$ cat config.mk
export PLATFORM = sky130hd
export DESIGN_NAME = mpa_add_sequencer
export DESIGN_NICKNAME = d
export VERILOG_FILES = /design/src/rtl/mpa_pkg.sv /design/src/rtl/mpa_chunk_adder.sv /design/src/rtl/mpa_add_sequencer.sv
export SDC_FILE = /design/constraint.sdc
export NUM_CORES = 1
export LEC_CHECK = 0
export BUFFER_PORTS_ARGS = -buffer_cell sky130_fd_sc_hd__buf_2
export CORE_MARGIN = 3
export CORE_UTILIZATION = 40
export CTS_BUF_LIST = sky130_fd_sc_hd__clkbuf_4
export CTS_CLUSTER_DIAMETER = 50
export CTS_CLUSTER_SIZE = 30
export DETAILED_ROUTE_END_ITERATION = 8
export GPL_TIMING_DRIVEN = 0
export PLACE_DENSITY = 0.65
export SYNTH_ARGS = -nofsm -noshare
export SYNTH_HDL_FRONTEND = slang
export SYNTH_SLANG_ARGS = --single-unit
$ cat constraint.sdc
create_clock -name iClk -period 7.1 [get_ports iClk]
set_input_delay 0.71 -clock iClk [delete_from_list [all_inputs] [get_ports iClk]]
set_output_delay 0.71 -clock iClk [all_outputs]
set_load 0.05 [all_outputs]
$ cat src/rtl/mpa_pkg.sv
// Shared types and default sizing for the multi-precision adder sequencer.
package mpa_pkg;

    localparam int unsigned MPA_WORD_WIDTH = 12;
    localparam int unsigned MPA_LEN_WIDTH  = 8;

    typedef enum logic [1:0] {
        IDLE  = 2'd0,
        RUN   = 2'd1,
        DRAIN = 2'd2
    } mpa_state_e;

endpackage

$ cat src/rtl/mpa_chunk_adder.sv
// One word slice of the multi-precision adder: generate/propagate sum with a
// group-lookahead carry-out so the inter-word carry does not wait on the sum chain.
module mpa_chunk_adder
    import mpa_pkg::*;
#(
    parameter int unsigned WIDTH = MPA_WORD_WIDTH
) (
    input  logic [WIDTH-1:0] A,
    input  logic [WIDTH-1:0] B,
    input  logic             Cin,
    output logic [WIDTH-1:0] Sum,
    output logic             Cout
);

    logic [WIDTH-1:0] gen;
    logic [WIDTH-1:0] prop;
    logic [WIDTH-1:0] carry;
    logic             grp_gen;
    logic             grp_prop;

    // Per-bit carries for the sum, group generate/propagate for the carry-out.
    always_comb begin
        gen      = A & B;
        prop     = A ^ B;
        carry    = '0;
        carry[0] = Cin;
        for (int unsigned i = 1; i < WIDTH; i++) begin
            carry[i] = gen[i-1] | (prop[i-1] & carry[i-1]);
        end
        Sum      = prop ^ carry;
        grp_gen  = 1'b0;
        grp_prop = 1'b1;
        for (int unsigned i = 0; i < WIDTH; i++) begin
            grp_gen  = gen[i] | (prop[i] & grp_gen);
            grp_prop = grp_prop & prop[i];
        end
        Cout = grp_gen | (grp_prop & Cin);
    end

endmodule

$ cat src/rtl/mpa_add_sequencer.sv
// Multi-precision add sequencer: streams LSW-first operand words through one
// chunk adder, carrying between beats, with valid/ready on both sides.
// Optional subtract mode is enabled by defining MPA_SUB_EN (adds port iSub).
module mpa_add_sequencer
    import mpa_pkg::*;
#(
    parameter int unsigned WORD_WIDTH = MPA_WORD_WIDTH,
    parameter int unsigned LEN_WIDTH  = MPA_LEN_WIDTH
) (
    input  logic                  iClk,
    input  logic                  iRst,
    input  logic                  iStart,
    input  logic [LEN_WIDTH-1:0]  iLen,
    input  logic                  iCin,
`ifdef MPA_SUB_EN
    input  logic                  iSub,
`endif
    output logic                  oBusy,
    input  logic [WORD_WIDTH-1:0] iA,
    input  logic [WORD_WIDTH-1:0] iB,
    input  logic                  iValid,
    output logic                  oReady,
    output logic [WORD_WIDTH-1:0] oSum,
    output logic                  oValid,
    input  logic                  iReady,
    output logic                  oLast,
    output logic                  oCout,
    output logic                  oDone
);

    mpa_state_e            state_q, state_d;
    logic [LEN_WIDTH-1:0]  len_q, len_d;
    logic [LEN_WIDTH-1:0]  count_q, count_d;
    logic                  carry_q, carry_d;
    logic [WORD_WIDTH-1:0] sum_q, sum_d;
    logic                  valid_q, valid_d;
    logic                  last_q, last_d;
    logic                  cout_q, cout_d;
    logic                  done_q, done_d;
    logic                  ready_c;
    logic                  carry_seed;

    logic [WORD_WIDTH-1:0] add_b;
    logic [WORD_WIDTH-1:0] add_sum;
    logic                  add_cout;

`ifdef MPA_SUB_EN
    logic                  sub_q, sub_d;

    // Subtraction is A + ~B + 1 across the whole operand, so the seed is forced high.
    always_comb begin
        add_b      = sub_q ? ~iB : iB;
        carry_seed = iSub ? 1'b1 : iCin;
        sub_d      = sub_q;
        if (state_q == IDLE && iStart && iLen != '0) begin
            sub_d = iSub;
        end
    end
`else
    // Addition only: operand B passes straight through and iCin seeds the chain.
    always_comb begin
        add_b      = iB;
        carry_seed = iCin;
    end
`endif

    mpa_chunk_adder #(
        .WIDTH (WORD_WIDTH)
    ) u_chunk_adder (
        .A    (iA),
        .B    (add_b),
        .Cin  (carry_q),
        .Sum  (add_sum),
        .Cout (add_cout)
    );

    // Next-state and output-register logic for IDLE/RUN/DRAIN.
    always_comb begin
        state_d = state_q;
        len_d   = len_q;
        count_d = count_q;
        carry_d = carry_q;
        sum_d   = sum_q;
        valid_d = valid_q;
        last_d  = last_q;
        cout_d  = cout_q;
        done_d  = 1'b0;
        ready_c = 1'b0;

        unique case (state_q)
            IDLE: begin
                if (iStart && iLen != '0) begin
                    len_d   = iLen;
                    carry_d = carry_seed;
                    count_d = '0;
                    state_d = RUN;
                end
            end
            RUN: begin
                ready_c = !valid_q || iReady;
                if (iValid && ready_c) begin
                    sum_d   = add_sum;
                    valid_d = 1'b1;
                    carry_d = add_cout;
                    count_d = count_q + LEN_WIDTH'(1);
                    if (count_q == len_q - LEN_WIDTH'(1)) begin
                        last_d  = 1'b1;
                        cout_d  = add_cout;
                        state_d = DRAIN;
                    end
                end else if (valid_q && iReady) begin
                    valid_d = 1'b0;
                end
            end
            DRAIN: begin
                if (valid_q && iReady) begin
                    valid_d = 1'b0;
                    last_d  = 1'b0;
                    done_d  = 1'b1;
                    state_d = IDLE;
                end
            end
            default: begin
                state_d = IDLE;
            end
        endcase
    end

    // State and datapath registers with synchronous reset.
    always_ff @(posedge iClk) begin
        if (iRst) begin
            state_q <= IDLE;
            len_q   <= '0;
            count_q <= '0;
            carry_q <= 1'b0;
            sum_q   <= '0;
            valid_q <= 1'b0;
            last_q  <= 1'b0;
            cout_q  <= 1'b0;
            done_q  <= 1'b0;
        end else begin
            state_q <= state_d;
            len_q   <= len_d;
            count_q <= count_d;
            carry_q <= carry_d;
            sum_q   <= sum_d;
            valid_q <= valid_d;
            last_q  <= last_d;
            cout_q  <= cout_d;
            done_q  <= done_d;
        end
    end

`ifdef MPA_SUB_EN
    // Operation mode register, captured with the start parameters.
    always_ff @(posedge iClk) begin
        if (iRst) begin
            sub_q <= 1'b0;
        end else begin
            sub_q <= sub_d;
        end
    end
`endif

    assign oReady = ready_c;
    assign oSum   = sum_q;
    assign oValid = valid_q;
    assign oLast  = last_q;
    assign oCout  = cout_q;
    assign oDone  = done_q;
    // The done cycle is already back in IDLE, yet still counts as busy.
    assign oBusy  = (state_q != IDLE) || done_q;

endmodule
==> impl_metrics.py <==
metrics = {
    "grt": {
        "antenna_found_initial": 0,
        "grt_pass1_vias": 1991,
        "grt_start_max_net_pins": 13,
        "overflow": 0,
        "grt_pass1_wl_um": 8852,
        "grt_usage": 0.1713,
    },
    "final_layout": {
        "nets": 397,
        "final_common_cell": "buf_2",
        "layout-drive-gt1-share": 0.2054,
        "fin_util": 0.5183,
        "diodes": 0,
        "final_cell_mix": "buf_2, nand2_1, dfxtp_1, a21oi_1, ha_1",
        "area_growth_pct": 20.11,
        "fillers": 553,
    },
    "worst_hold_path": {
        "min_path_type": "reg2reg",
    },
    "timing": {
        "rsz0062_at_grt": "no",
        "setup_viol_count_final": 0,
        "period_needed_ns": 5.110,
        "skew_ns": 0.009831,
        "hold_viol_final": 0,
        "slew_violations": 0,
        "tightest_slew_ns": 0.8095,
        "fin_tns_setup_ns": 0,
        "slew_headroom": 0.4580,
        "finalCritPeriodShare": 0.7197,
        "max_freq_mhz": 195.7,
    },
    "route": {
        "drt_iter0_markers": 100,
        "avgRoutedWirePerCell_um": 13.67,
        "detail-route-antenna-nets": 0,
        "routed_wl_um": 5480,
        "vias": 2117,
        "via_per_inst": 5.279,
        "drcViolationCount": 0,
        "detail_route.first_pass.iterations": 4,
    },
    "setup_path": {
        "start_kind": "primary input",
        "cp_top_family": "adder cells",
        "cp.arrival_ns": 5.38,
        "crit_slowest_cell": "fa_1",
        "max_stage_delay_ns": 0.40,
        "critPathBufInv": 3,
        "path_cells": "buf_2, inv_1, fa_1, inv_1, fa_1, fa_1, fa_1, fa_1, fa_1, fa_1, fa_1, fa_1, fa_1, fa_1, xnor2_1, a211oi_1",
        "crit_fanout": 2,
        "worstSetupPathType": "in2reg",
        "cp_common_cell": "fa_1",
        "crit_path_end_kind": "register",
        "cp.required_ns": 7.37,
    },
    "place": {
        "gp_congestion": 0.8036,
        "port_buffers": 54,
        "dp.final_hpwl_um": 4401,
    },
    "clock_tree": {
        "clock_path_buffers": 2,
        "cts_inserted_buffers": 5,
        "clockRootBuffer": "clkbuf_4",
        "clk_latency_ns": 0.35,
        "cts_resized": 0,
        "h-tree-depth": 2,
        "clock-sinks": 35,
        "hold_buffers": 0,
        "postCtsSetupBuffers": 0,
        "clk_pin_slew_worst_paths_ns": 0.12,
        "cts_tree": "yes",
    },
    "synth": {
        "synth_edf_count": 0,
        "async_flop_share": 0,
        "synth_warnings": 0,
        "syn_area_mm2": 0.002302,
        "ys_types": 46,
        "syn_nets": 336,
        "ys.flop_type": "dfxtp_1",
        "synth_area_per_cell_um2": 8.558,
        "syn_inst": 269,
        "ys_ff_latch": 35,
        "synth_seq_area_share": 0.3043,
    },
    "die": {
        "fp.dieArea_mm2": 0.006702,
        "io_pins": 56,
        "die_y_um": 81.87,
        "rows": 26,
        "die_width_um": 81.87,
        "start_util": 0.4315,
        "core_area_mm2": 0.005335,
    },
    "run_status": {
        "status": "completed",
    },
    "power": {
        "p_leak_nw": 1.171,
        "p_per_area_mw_per_mm2": 255.2,
        "vdd_drop_max_v": 0.0001783,
    },
    "run": {
        "drv_cap": 0,
    },
}
## synth_stat cells, drive strengths merged, types with 2 or more instances
| cell | instances | area [µm²] |
|---|---|---|
| clkbuf | 12 | 45.04 |
| ha | 18 | 225.2 |
| nor4 | 2 | 12.51 |
| o31a | 2 | 17.52 |
| a22oi | 2 | 15.01 |
| o21bai | 2 | 15.01 |
| a21oi | 25 | 125.1 |
| o2111a | 2 | 22.52 |
| or4 | 2 | 15.01 |
| nand2b | 2 | 12.51 |
| nor2 | 16 | 62.56 |
| nand2 | 39 | 146.4 |
| inv | 14 | 52.55 |
| a221oi | 2 | 17.52 |
| nand3 | 15 | 75.07 |
| o21ai | 6 | 30.03 |
| xnor2 | 6 | 52.55 |
| a31oi | 2 | 12.51 |
| or3 | 3 | 18.77 |
| and3 | 3 | 18.77 |
| xor2 | 9 | 78.83 |
| a2111o | 2 | 22.52 |
| nor3 | 3 | 15.01 |
| mux2i | 2 | 20.02 |
| fa | 11 | 220.2 |
| a211oi | 6 | 57.56 |
| nor2b | 5 | 31.28 |
| or2 | 2 | 12.52 |
| nand4 | 7 | 43.79 |
| dfxtp | 35 | 700.7 |
## final timing paths
path | start | endpoint | slack [ns] | depth (start not counted)
setup / recovery | iA[0] | oSum[11] | 1.99 | 16
hold / removal | oSum[8] | oSum[8] | 0.46 | 2
setup reg to reg | carry_q | oSum[11] | 2.15 | 15
hold reg to reg | oSum[8] | oSum[8] | 0.46 | 2
## final cells by class
cell class	instances	area [µm²]	share of cell area
Multi-Input combinational cell	208	1504	0.5439
Sequential cell	35	700.7	0.2534
Timing Repair Buffer	54	270.3	0.09774
Tap cell	70	87.58	0.03167
Clock inverter	3	67.56	0.02443
Inverter	14	52.55	0.01900
Buffer	12	45.04	0.01629
Clock buffer	5	37.54	0.01357
## power breakdown
part           total, mW  internal (mW)  switching (mW)
clock network      0.183          0.109          0.0741
logic              0.287         0.0931           0.194
registers          0.235          0.218          0.0170
total              0.706          0.421           0.285
## through the flow
step	hold WS, ns	worst slack (ns)	cells	area (µm²)	power [mW]
after detailed placement	0.4448	1.619	393	2660	0.5248
after global placement	0.4429	1.636	393	2660	0.5211
after CTS	0.4621	1.990	401	2765	0.7124
final	0.4568	1.990	401	2765	0.7057
after floorplan	0.4478	1.939	269	2302	0.4482
after global routing	0.4789	1.807	401	2765	0.7581
## cell families (layout without fill, tap and decap cells)
group,after synthesis,after routing,synth area share
mux,2,2,0.008696
simple gates,103,103,0.2158
compound gates,59,59,0.1783
flops,35,35,0.3043
buf+inv,26,88,0.04239
xor+xnor,15,15,0.05707
fa+ha+maj,29,29,0.1935
## registers in the layout, indices dropped and copies added, names as in the netlist
register and cells:
oSum 12, count_q 8, oDone 1, oCout 1, len_q 8, carry_q 1
state_q 2, oLast 1, oValid 1
## layer usage
layer  global-route usage  vias up  share of wire
met4              0.05980        0          0.014
met5                    0        -              0
li1                     -     1069              -
met2               0.2601       62           0.45
met3              0.03180       12          0.050
met1               0.2422      974           0.48
## worst register-to-register path: stages (launching register included)
cell,delay [ns]
dfxtp_1,0.34
inv_1,0.07
fa_1,0.16
inv_1,0.05
fa_1,0.40
fa_1,0.39
fa_1,0.38
fa_1,0.39
fa_1,0.38
fa_1,0.39
fa_1,0.39
fa_1,0.40
fa_1,0.40
fa_1,0.40
xnor2_1,0.14
a211oi_1,0.21
(Power assumes the default switching activity.)
